`src/rtl/adder_pkg.sv`:
```
// adder_pkg: shared FSM state encoding and default width for the serial adder
package adder_pkg;
  localparam int DEFAULT_WIDTH = 8;
  typedef enum logic [1:0] {
    IDLE = 2'd0,
    RUN  = 2'd1,
    DONE = 2'd2
  } state_t;
endpackage

```
`src/rtl/serial_adder_if.sv`:
```
// serial_adder_if: operand request and result bundle between requester and serial adder
interface serial_adder_if import adder_pkg::*; #(parameter int WIDTH = DEFAULT_WIDTH);
  logic             start;
  logic             cin;
  logic [WIDTH-1:0] a;
  logic [WIDTH-1:0] b;
  logic             busy;
  logic             done;
  logic [WIDTH-1:0] sum;
  logic             cout;
  modport master (output start, a, b, cin, input busy, done, sum, cout);
  modport slave  (input start, a, b, cin, output busy, done, sum, cout);
endinterface

```
`src/rtl/full_adder_1b.sv`:
```
// full_adder_1b: single-bit full adder cell
module full_adder_1b (
  input  logic a,
  input  logic b,
  input  logic cin,
  output logic s,
  output logic cout
);
  assign s    = a ^ b ^ cin;
  assign cout = (a & b) | (cin & (a ^ b));
endmodule

```
`src/rtl/serial_adder.sv`:
```
// serial_adder: bit-serial WIDTH-bit adder, one bit per clock LSB first through one full adder
module serial_adder import adder_pkg::*; #(
  parameter int WIDTH = DEFAULT_WIDTH
) (
  input  logic           clk,
  input  logic           rst,
  serial_adder_if.slave  bus
);
  localparam int CW = $clog2(WIDTH) + 1;
  state_t           r_state;
  logic [WIDTH-1:0] r_a, r_b, r_s, r_sum;
  logic [CW-1:0]    r_cnt;
  logic             r_c, r_busy, r_done, r_cout;
  logic             w_s, w_co, w_last;
  logic [WIDTH-1:0] w_sum_next;
  full_adder_1b u_fa (.a(r_a[0]), .b(r_b[0]), .cin(r_c), .s(w_s), .cout(w_co));
  // shift form keeps WIDTH=1 legal without a reversed slice
  assign w_sum_next = (r_s >> 1) | (WIDTH'(w_s) << (WIDTH - 1));
  assign w_last     = r_cnt == CW'(WIDTH - 1);
  always_ff @(posedge clk) begin
    if (rst) begin
      r_state <= IDLE;
      r_a     <= '0;
      r_b     <= '0;
      r_s     <= '0;
      r_c     <= 1'b0;
      r_cnt   <= '0;
      r_busy  <= 1'b0;
      r_done  <= 1'b0;
      r_sum   <= '0;
      r_cout  <= 1'b0;
    end else begin
      r_done <= 1'b0;
      case (r_state)
        RUN: begin
          r_a   <= r_a >> 1;
          r_b   <= r_b >> 1;
          r_s   <= w_sum_next;
          r_c   <= w_co;
          r_cnt <= r_cnt + 1'b1;
          if (w_last) begin
            r_state <= DONE;
            r_busy  <= 1'b0;
            r_done  <= 1'b1;
            r_sum   <= w_sum_next;
            r_cout  <= w_co;
          end
        end
        IDLE, DONE: begin
          if (bus.start) begin
            r_a     <= bus.a;
            r_b     <= bus.b;
            r_c     <= bus.cin;
            r_cnt   <= '0;
            r_state <= RUN;
            r_busy  <= 1'b1;
          end else begin
            r_state <= IDLE;
            r_busy  <= 1'b0;
          end
        end
        default: r_state <= IDLE;
      endcase
    end
  end
  assign bus.busy = r_busy;
  assign bus.done = r_done;
  assign bus.sum  = r_sum;
  assign bus.cout = r_cout;
endmodule

```
`src/flat_wrapper.sv`:
```
// flat-port wrapper written by rule: the top's interface ports become plain ports
module serial_adder_flat import adder_pkg::*;
#(
  parameter int WIDTH = DEFAULT_WIDTH
)
  (clk, rst, bus_start, bus_a, bus_b, bus_cin, bus_busy, bus_done, bus_sum, bus_cout);
  serial_adder_if #(.WIDTH(WIDTH)) bus_i ();
  input  logic clk;
  input  logic rst;
  input wire logic [$bits(bus_i.start)-1:0] bus_start;
  input wire logic [$bits(bus_i.a)-1:0] bus_a;
  input wire logic [$bits(bus_i.b)-1:0] bus_b;
  input wire logic [$bits(bus_i.cin)-1:0] bus_cin;
  output wire logic [$bits(bus_i.busy)-1:0] bus_busy;
  output wire logic [$bits(bus_i.done)-1:0] bus_done;
  output wire logic [$bits(bus_i.sum)-1:0] bus_sum;
  output wire logic [$bits(bus_i.cout)-1:0] bus_cout;
  assign bus_i.start = bus_start;
  assign bus_i.a = bus_a;
  assign bus_i.b = bus_b;
  assign bus_i.cin = bus_cin;
  assign bus_busy = bus_i.busy;
  assign bus_done = bus_i.done;
  assign bus_sum = bus_i.sum;
  assign bus_cout = bus_i.cout;
  serial_adder #(.WIDTH(WIDTH)) u_core (.clk(clk), .rst(rst), .bus(bus_i));
endmodule
```
`config.mk`:
```
export PLATFORM = sky130hd
export DESIGN_NAME = serial_adder_flat
export DESIGN_NICKNAME = d
export VERILOG_FILES = /design/src/rtl/adder_pkg.sv /design/src/rtl/serial_adder_if.sv /design/src/rtl/full_adder_1b.sv /design/src/rtl/serial_adder.sv /design/src/flat_wrapper.sv
export SDC_FILE = /design/constraint.sdc
export NUM_CORES = 1
export LEC_CHECK = 0
export ABC_AREA = 0
export CAP_MARGIN = 30
export CORE_MARGIN = 10
export CORE_UTILIZATION = 29
export DETAILED_ROUTE_END_ITERATION = 10
export SLEW_MARGIN = 20
export SYNTH_ARGS = -nofsm -noshare
export SYNTH_HDL_FRONTEND = slang
export SYNTH_SLANG_ARGS = --single-unit
```
`constraint.sdc`:
```
create_clock -name clk -period 1.7 [get_ports clk]
set_input_delay 0.34 -clock clk [delete_from_list [all_inputs] [get_ports clk]]
set_output_delay 0.34 -clock clk [all_outputs]
set_load 0.02 [all_outputs]
```
Word level (Yosys, flattened, before mapping)
Cells that the tools add are included.
- input bits: 20
- flip-flop bits (word level): 42
- reduce and logical (&&, ||, !) cells: 7
- equal/unequal tests: 5
- add/subtract/negate cells: 1
- bitwise logic cells: 7
- mux-type cells: 15
- operators with widths (operator ; count):
    $pmux W8 S2 ; 2
    $mux W8 ; 2
    $or A7 B8 Y8 ; 1
    $pmux W4 S2 ; 1
    $reduce_and A2 Y1 ; 3
    $mux W1 ; 5
    $add A4 B1 Y4 const B ; 1
    $eq A4 B3 Y1 const B ; 1
    $mux W4 ; 1
    $pmux W1 S2 ; 2
    $pmux W2 S2 ; 1
    $reduce_or A2 Y1 ; 2
    $and A1 B1 Y1 ; 2
    $eq A2 B1 Y1 const B ; 1
    $eq A2 B2 Y1 const B ; 1
    $logic_not A2 Y1 ; 1
    $mux W2 ; 1
    $ne A2 B1 Y1 const B ; 1
    $ne A2 B2 Y1 const B ; 1
    $reduce_bool A2 Y1 ; 1
    $xor A1 B1 Y1 ; 2
    $not A1 Y1 ; 1
    $or A1 B1 Y1 ; 1

Depth between registers and ports, before layout
Gate-level depths: netlist (run 1).
- word-level depth: 4
- gate-level depth with buffers: 5
- mapped depth without buffers: 4

Cells and area by module
A second synthesis (run 1) with hierarchy kept.
- cells, all modules: 183
- area, all modules: 1785.5 um^2
- modules (own cells, without submodules) (module ; area an instance (um^2) ; cells each ; times used):
    serial_adder ; 1765.4 ; 182 ; 1
    full_adder_1b ; 20.0 ; 1 ; 1

Least setup slack after synthesis (run 1)
Ideal clock, no wire load.
- path kind: reg2reg
- start: reg u_core.r_cnt[0]
- end: reg u_core.r_cout (netlist: u_core.bus.cout)
- library setup time: 0.072 ns
- path buffers: 0
- slack: 0.480 ns
- cell stages (with the launch flop): 5
- required time: 1.628 ns
- arrival time: 1.149 ns
- path through: dfxtp_1 -> ha_1 -> nand3b_1 -> nor2_8 -> mux2i_1
- word-level cells in the longest chain between the ends: 2
- ends and longest elaborated chain (item ; RTL line ; text):
    from (decl) ; serial_adder.sv:12 ; logic [CW-1:0] r_cnt;
    from (signal assigned) ; serial_adder.sv:40 ; r_cnt <= r_cnt + 1'b1;
    $eq A4 B3 Y1 ; serial_adder.sv:19 ; assign w_last = r_cnt == CW'(WIDTH - 1);
    $reduce_and A2 Y1 (no source line) ; -- ;
    to (signal assigned) ; serial_adder.sv:46 ; r_cout <= w_co;
    to (decl) ; serial_adder.sv:13 ; logic r_c, r_busy, r_done, r_cout;
No other way between the ends.
A chain may end at the register's enable or synchronous reset.

Worst setup path after layout (run 1)
- start: reg u_core.r_busy (netlist: u_core.bus.busy)
- end: out bus_busy
- RTL lines (item ; RTL line ; text):
    from (decl) ; serial_adder.sv:13 ;
    from (signal assigned) ; serial_adder.sv:28 ; r_busy <= 1'b0;
    from (signal assigned) ; serial_adder.sv:43 ; r_busy <= 1'b0;
    from (signal assigned) ; serial_adder.sv:56 ; r_busy <= 1'b1;
    to (decl) ; flat_wrapper.sv:14 ; output wire logic [$bits(bus_i.busy)-1:0] bus_busy;
No word-level cell between the ends.

==> reports/results.txt, run 1 <==
The worst setup path is of the flip-flop to output port kind. STA puts the critical path data required time at 1.36 ns. Summed over all layers, the routed wires come to 3.92 mm. For this block, the initial DRC count from the detailed router was 98. Clock-pin slew was measured on the worst setup and hold paths at 0.08 ns. For the clock share of power, the log shows 33.4%. In this run, synthesis inferred 0 flip-flops with an integrated enable. Summing the sequential cell areas from Yosys gives 42.1% of the chip area. The register-to-register setup slack came out at 0.21 ns.

Summed over its instances, the top area cell type makes up 42.1% of the synthesized netlist area. The category of cells accounting for the largest share of critical-path delay was buffers and inverters. For this run, the share of the core covered by cells in the final layout is 37.4%. Dominant register cell in the synthesized netlist: sky130_fd_sc_hd__dfxtp_1. sky130_fd_sc_hd__dfxtp_1 is the most common cell in the netlist.

For hold timing, the worst endpoint is u_core.r_s[1]. Setup repair after global routing left no endpoint under its margin. The run gives 185 as the number of cells produced by synthesis.

The share of flip-flops with an asynchronous set or reset after synthesis was 0%. The HPWL after detailed placement is 2.78 mm. For the total setup violations reported at the end of the flow, the log shows 0. Of all cell types, the one taking the most synthesized area is sky130_fd_sc_hd__dfxtp_1. Of all nets on the critical path, the largest fanout is 2. Once the floorplan was initialized, standard cells occupied 30.2% of the core. The area of the die is 10400 µm².

The worst reg2reg path startpoint was u_core.r_state[0]. For this design the ratio of total power to cell area is 867 nW/µm². The total core area is 6460 µm², and the number of global-route vias before repair is 1413. The critical path goes through clkdlybuf4s50_1.

The tools report the total setup buffers inserted after CTS as 0. From synthesis to final layout, the design area changed by 23.9%. The timing-limited maximum frequency was 624 MHz; the number of H-tree branching levels was 2. Initial antenna violation count: 0.

The type of element capturing the critical path is an output port. In this run the tightest slew margin relative to its limit is 66.3%. In this run, distinct cell masters in the synthesized netlist total 32. Summed over all cells, the static leakage comes to 0.828 nW. In the final layout, the share of cells above drive strength 1 is 19.4%. For the count of boundary I/O pins, the log shows 31.

The maximum vdd drop was 0.415 mV; the number of sinks driven by the clock tree was 41. Routability-driven placement finished with a final weighted congestion of 0.702. The count of nets left with antenna violations once routing finished came out at 0. For the worst setup path, the data arrival time is 1.26 ns.

The run gives 237 as the total number of nets in the final design. The number of max-slew violations in the final report was 0; the via density per instance was 4.80. Summing all multi-input logic gate instances after layout gives 1000 µm².

Summing all placed instances gives a cell area of 2310 µm². TritonCTS built the clock tree. STA classifies the critical path startpoint as a flip-flop.

The pin count of the biggest net entering global routing was 34; the post-route minimum period was 1.60 ns. In the routed design, unresolved DRC markers number 0. Measured along the x axis, the die boundary spans 102 µm. Summed over all layers, the global routing overflow is 0.

After layout, the worst path uses 94.3% of the clock period. Across the run, the number of max-cap violations was 0. After synthesis the cells add up to 1950 µm². Combinational cells account for 16.5% of the total power. By area the synthesized netlist is led by sky130_fd_sc_hd__dfxtp_1, sky130_fd_sc_hd__mux2i_1, sky130_fd_sc_hd__a211oi_2, sky130_fd_sc_hd__nand2b_1, sky130_fd_sc_hd__nor3_2. By count the netlist is led by sky130_fd_sc_hd__dfxtp_1, sky130_fd_sc_hd__mux2i_1, sky130_fd_sc_hd__nand2b_1.

The cell at the root of the clock tree is sky130_fd_sc_hd__clkbuf_8. Of the total power, registers draw 50.1%. The tools report the number of search-and-repair iterations in the first detailed-routing pass as 3. The logs give 821 µm² for the flip-flop and latch area and 679 for the filler cell count in the final layout. For this design, the CTS-stage hold fixing added 0 buffers. The slew at the pin closest to its max-slew limit is 0.505 ns, and the cell internal power dissipation is 1.56 mW. The synthesized area divided by synthesized cell count is 10.5 µm².

For the clock buffer count from CTS, the log shows 5. For the global-route usage over all layers, the log shows 8.02%. The run gives 0 ns as the setup TNS. The run gives 0 as the post-CTS resize count. Counting instances, the worst hold path has a depth of 2.

The number of hold violations in the final report came out at 0. Placed instance count: 285. The slowest stage of the critical path is the sky130_fd_sc_hd__clkdlybuf4s50_1 cell.

For the overall via count from detail_route, the log shows 1405. The number of core rows is 29, and the die span in y is 102 µm. Net switching is 25.8% of the power. After synthesis the netlist holds a flip-flop and latch count of 41.

The count of cells along the worst register-to-register path came out at 4. In this run the power spent charging and discharging nets is 0.540 mW. Synthesis produced a netlist with a net count of 207.

Later-pin clock latency in the skew report: 0.29 ns. Clock skew on the completed layout was measured at 0.00223 ns. For this run, the number of Yosys warnings is 0. The worst min-delay path category is flip-flop to flip-flop. The worst stage delay on the critical path was 0.62 ns; the global-route wire length before repair was 6.66 mm.

The run gives 293 as the number of cells in the finished layout apart from fillers. The run finished with clean final reports. The number of antenna diodes in the final layout is 0.

The total buffers and inverters traversed by the critical path works out to 1. The worst register-to-register path ends at u_core.r_cnt[2]. In this run the tool buffered the top-level ports with 30 buffer cells. The tools report the worst hold path startpoint as u_core.r_s[1]. The maximum clock insertion buffer count was 2; the routed length per instance was 13.4 µm. Post-route cell area: 2420 µm².
[power groups by stage]
stage | Clock, mW | Sequential [mW] | Combinational, mW
floorplan | 0 | 1.07 | 0.267
global placement | 0 | 1.07 | 0.348
detailed placement | 0 | 1.07 | 0.352
CTS | 0.733 | 1.05 | 0.353
global route | 0.772 | 1.06 | 0.383
finish | 0.700 | 1.05 | 0.345
[per-stage QoR]
step                      power, mW  setup slack (ns)  hold slack [ns]
final                          2.10            0.0973            0.465
after floorplan                1.33             0.480            0.437
after global placement         1.42            0.0510            0.450
after global routing           2.21            0.0375            0.490
after CTS                      2.14            0.0623            0.469
after detailed placement       1.43            0.0107            0.461
[area by class of cell]
class	instances	share of cell area, %
timing repair buffer	38	16.3
tap	77	3.99
clock buffer	7	3.99
sequential	41	34.0
clock inverter	1	0.207
multi-input combinational	129	41.6
[worst max path at each step]
stage	endpoint	start	slack, ns	depth (start not counted)
floorplan	u_core.bus.cout	u_core.r_cnt[0]	0.48	4
global placement	u_core.r_b[1]	bus_start	0.05	5
detailed placement	u_core.r_c	bus_start	0.01	5
CTS	bus_busy	u_core.bus.busy	0.06	1
global route	bus_busy	u_core.bus.busy	0.04	1
finish	bus_busy	u_core.bus.busy	0.1	1
[metal layers]
layer,track usage (%),share of wire [%],vias up
li1,-,-,716
met1,9.74,47,662
met2,12.4,47,21
met3,2.70,4.3,6
met4,3.90,2.2,0
met5,0,0,-
[kinds of logic after synthesis]
kind of cell	Yosys count	synth area share (%)
AO/OA/AOI/OAI	31	13.3
adder cells (fa/ha/maj)	2	1.67
buffers and inverters	15	6.41
flip-flops	41	42.1
multiplexers	25	12.8
AND/OR/NAND/NOR	71	23.7
[cells in the final DEF (no fill, tap or decap), types with 2 or more instances in the layout]
master	Yosys	routed
sky130_fd_sc_hd__nand3_1	4	4
sky130_fd_sc_hd__nor3_2	11	11
sky130_fd_sc_hd__nand2_1	16	16
sky130_fd_sc_hd__buf_12	1	3
sky130_fd_sc_hd__nor3_1	6	6
sky130_fd_sc_hd__buf_4	4	5
sky130_fd_sc_hd__nor2_1	2	2
sky130_fd_sc_hd__nand3b_1	2	2
sky130_fd_sc_hd__mux2i_1	25	25
sky130_fd_sc_hd__a211oi_1	4	4
sky130_fd_sc_hd__clkbuf_8	0	7
sky130_fd_sc_hd__a211oi_2	11	11
sky130_fd_sc_hd__dfxtp_1	41	41
sky130_fd_sc_hd__a21oi_1	12	12
sky130_fd_sc_hd__nand2b_1	21	21
sky130_fd_sc_hd__clkdlybuf4s50_1	0	29
sky130_fd_sc_hd__nand4b_1	2	2
[flip-flops by register name, indices dropped and copies added (netlist names)]
signal,cells
u_core.bus.busy,1
u_core.r_c,1
u_core.bus.sum,8
u_core.bus.done,1
u_core.r_state,2
u_core.r_b,8
u_core.r_s,7
u_core.bus.cout,1
u_core.r_a,8
u_core.r_cnt,4
[worst register-to-register path, delay by kind of cell, from the launching register on]
kind                   cells  cell delay (ns)
AO/OA/AOI/OAI              1             0.31
buffers and inverters      1             0.21
flip-flops                 1             0.46
AND/OR/NAND/NOR            2             0.42
Note: power is estimated with default switching activity, not from simulation.
==> run 2, diff against run 1 <==
--- a/config.mk
+++ b/config.mk
@@ -9,6 +9,7 @@
 export CAP_MARGIN = 30
 export CORE_MARGIN = 10
 export CORE_UTILIZATION = 29
+export CTS_CLUSTER_DIAMETER = 40
 export DETAILED_ROUTE_END_ITERATION = 10
 export SLEW_MARGIN = 20
 export SYNTH_ARGS = -nofsm -noshare
==> results of run 2 <==
No change in the layout: final DEF, timing and power equal those of run 1.
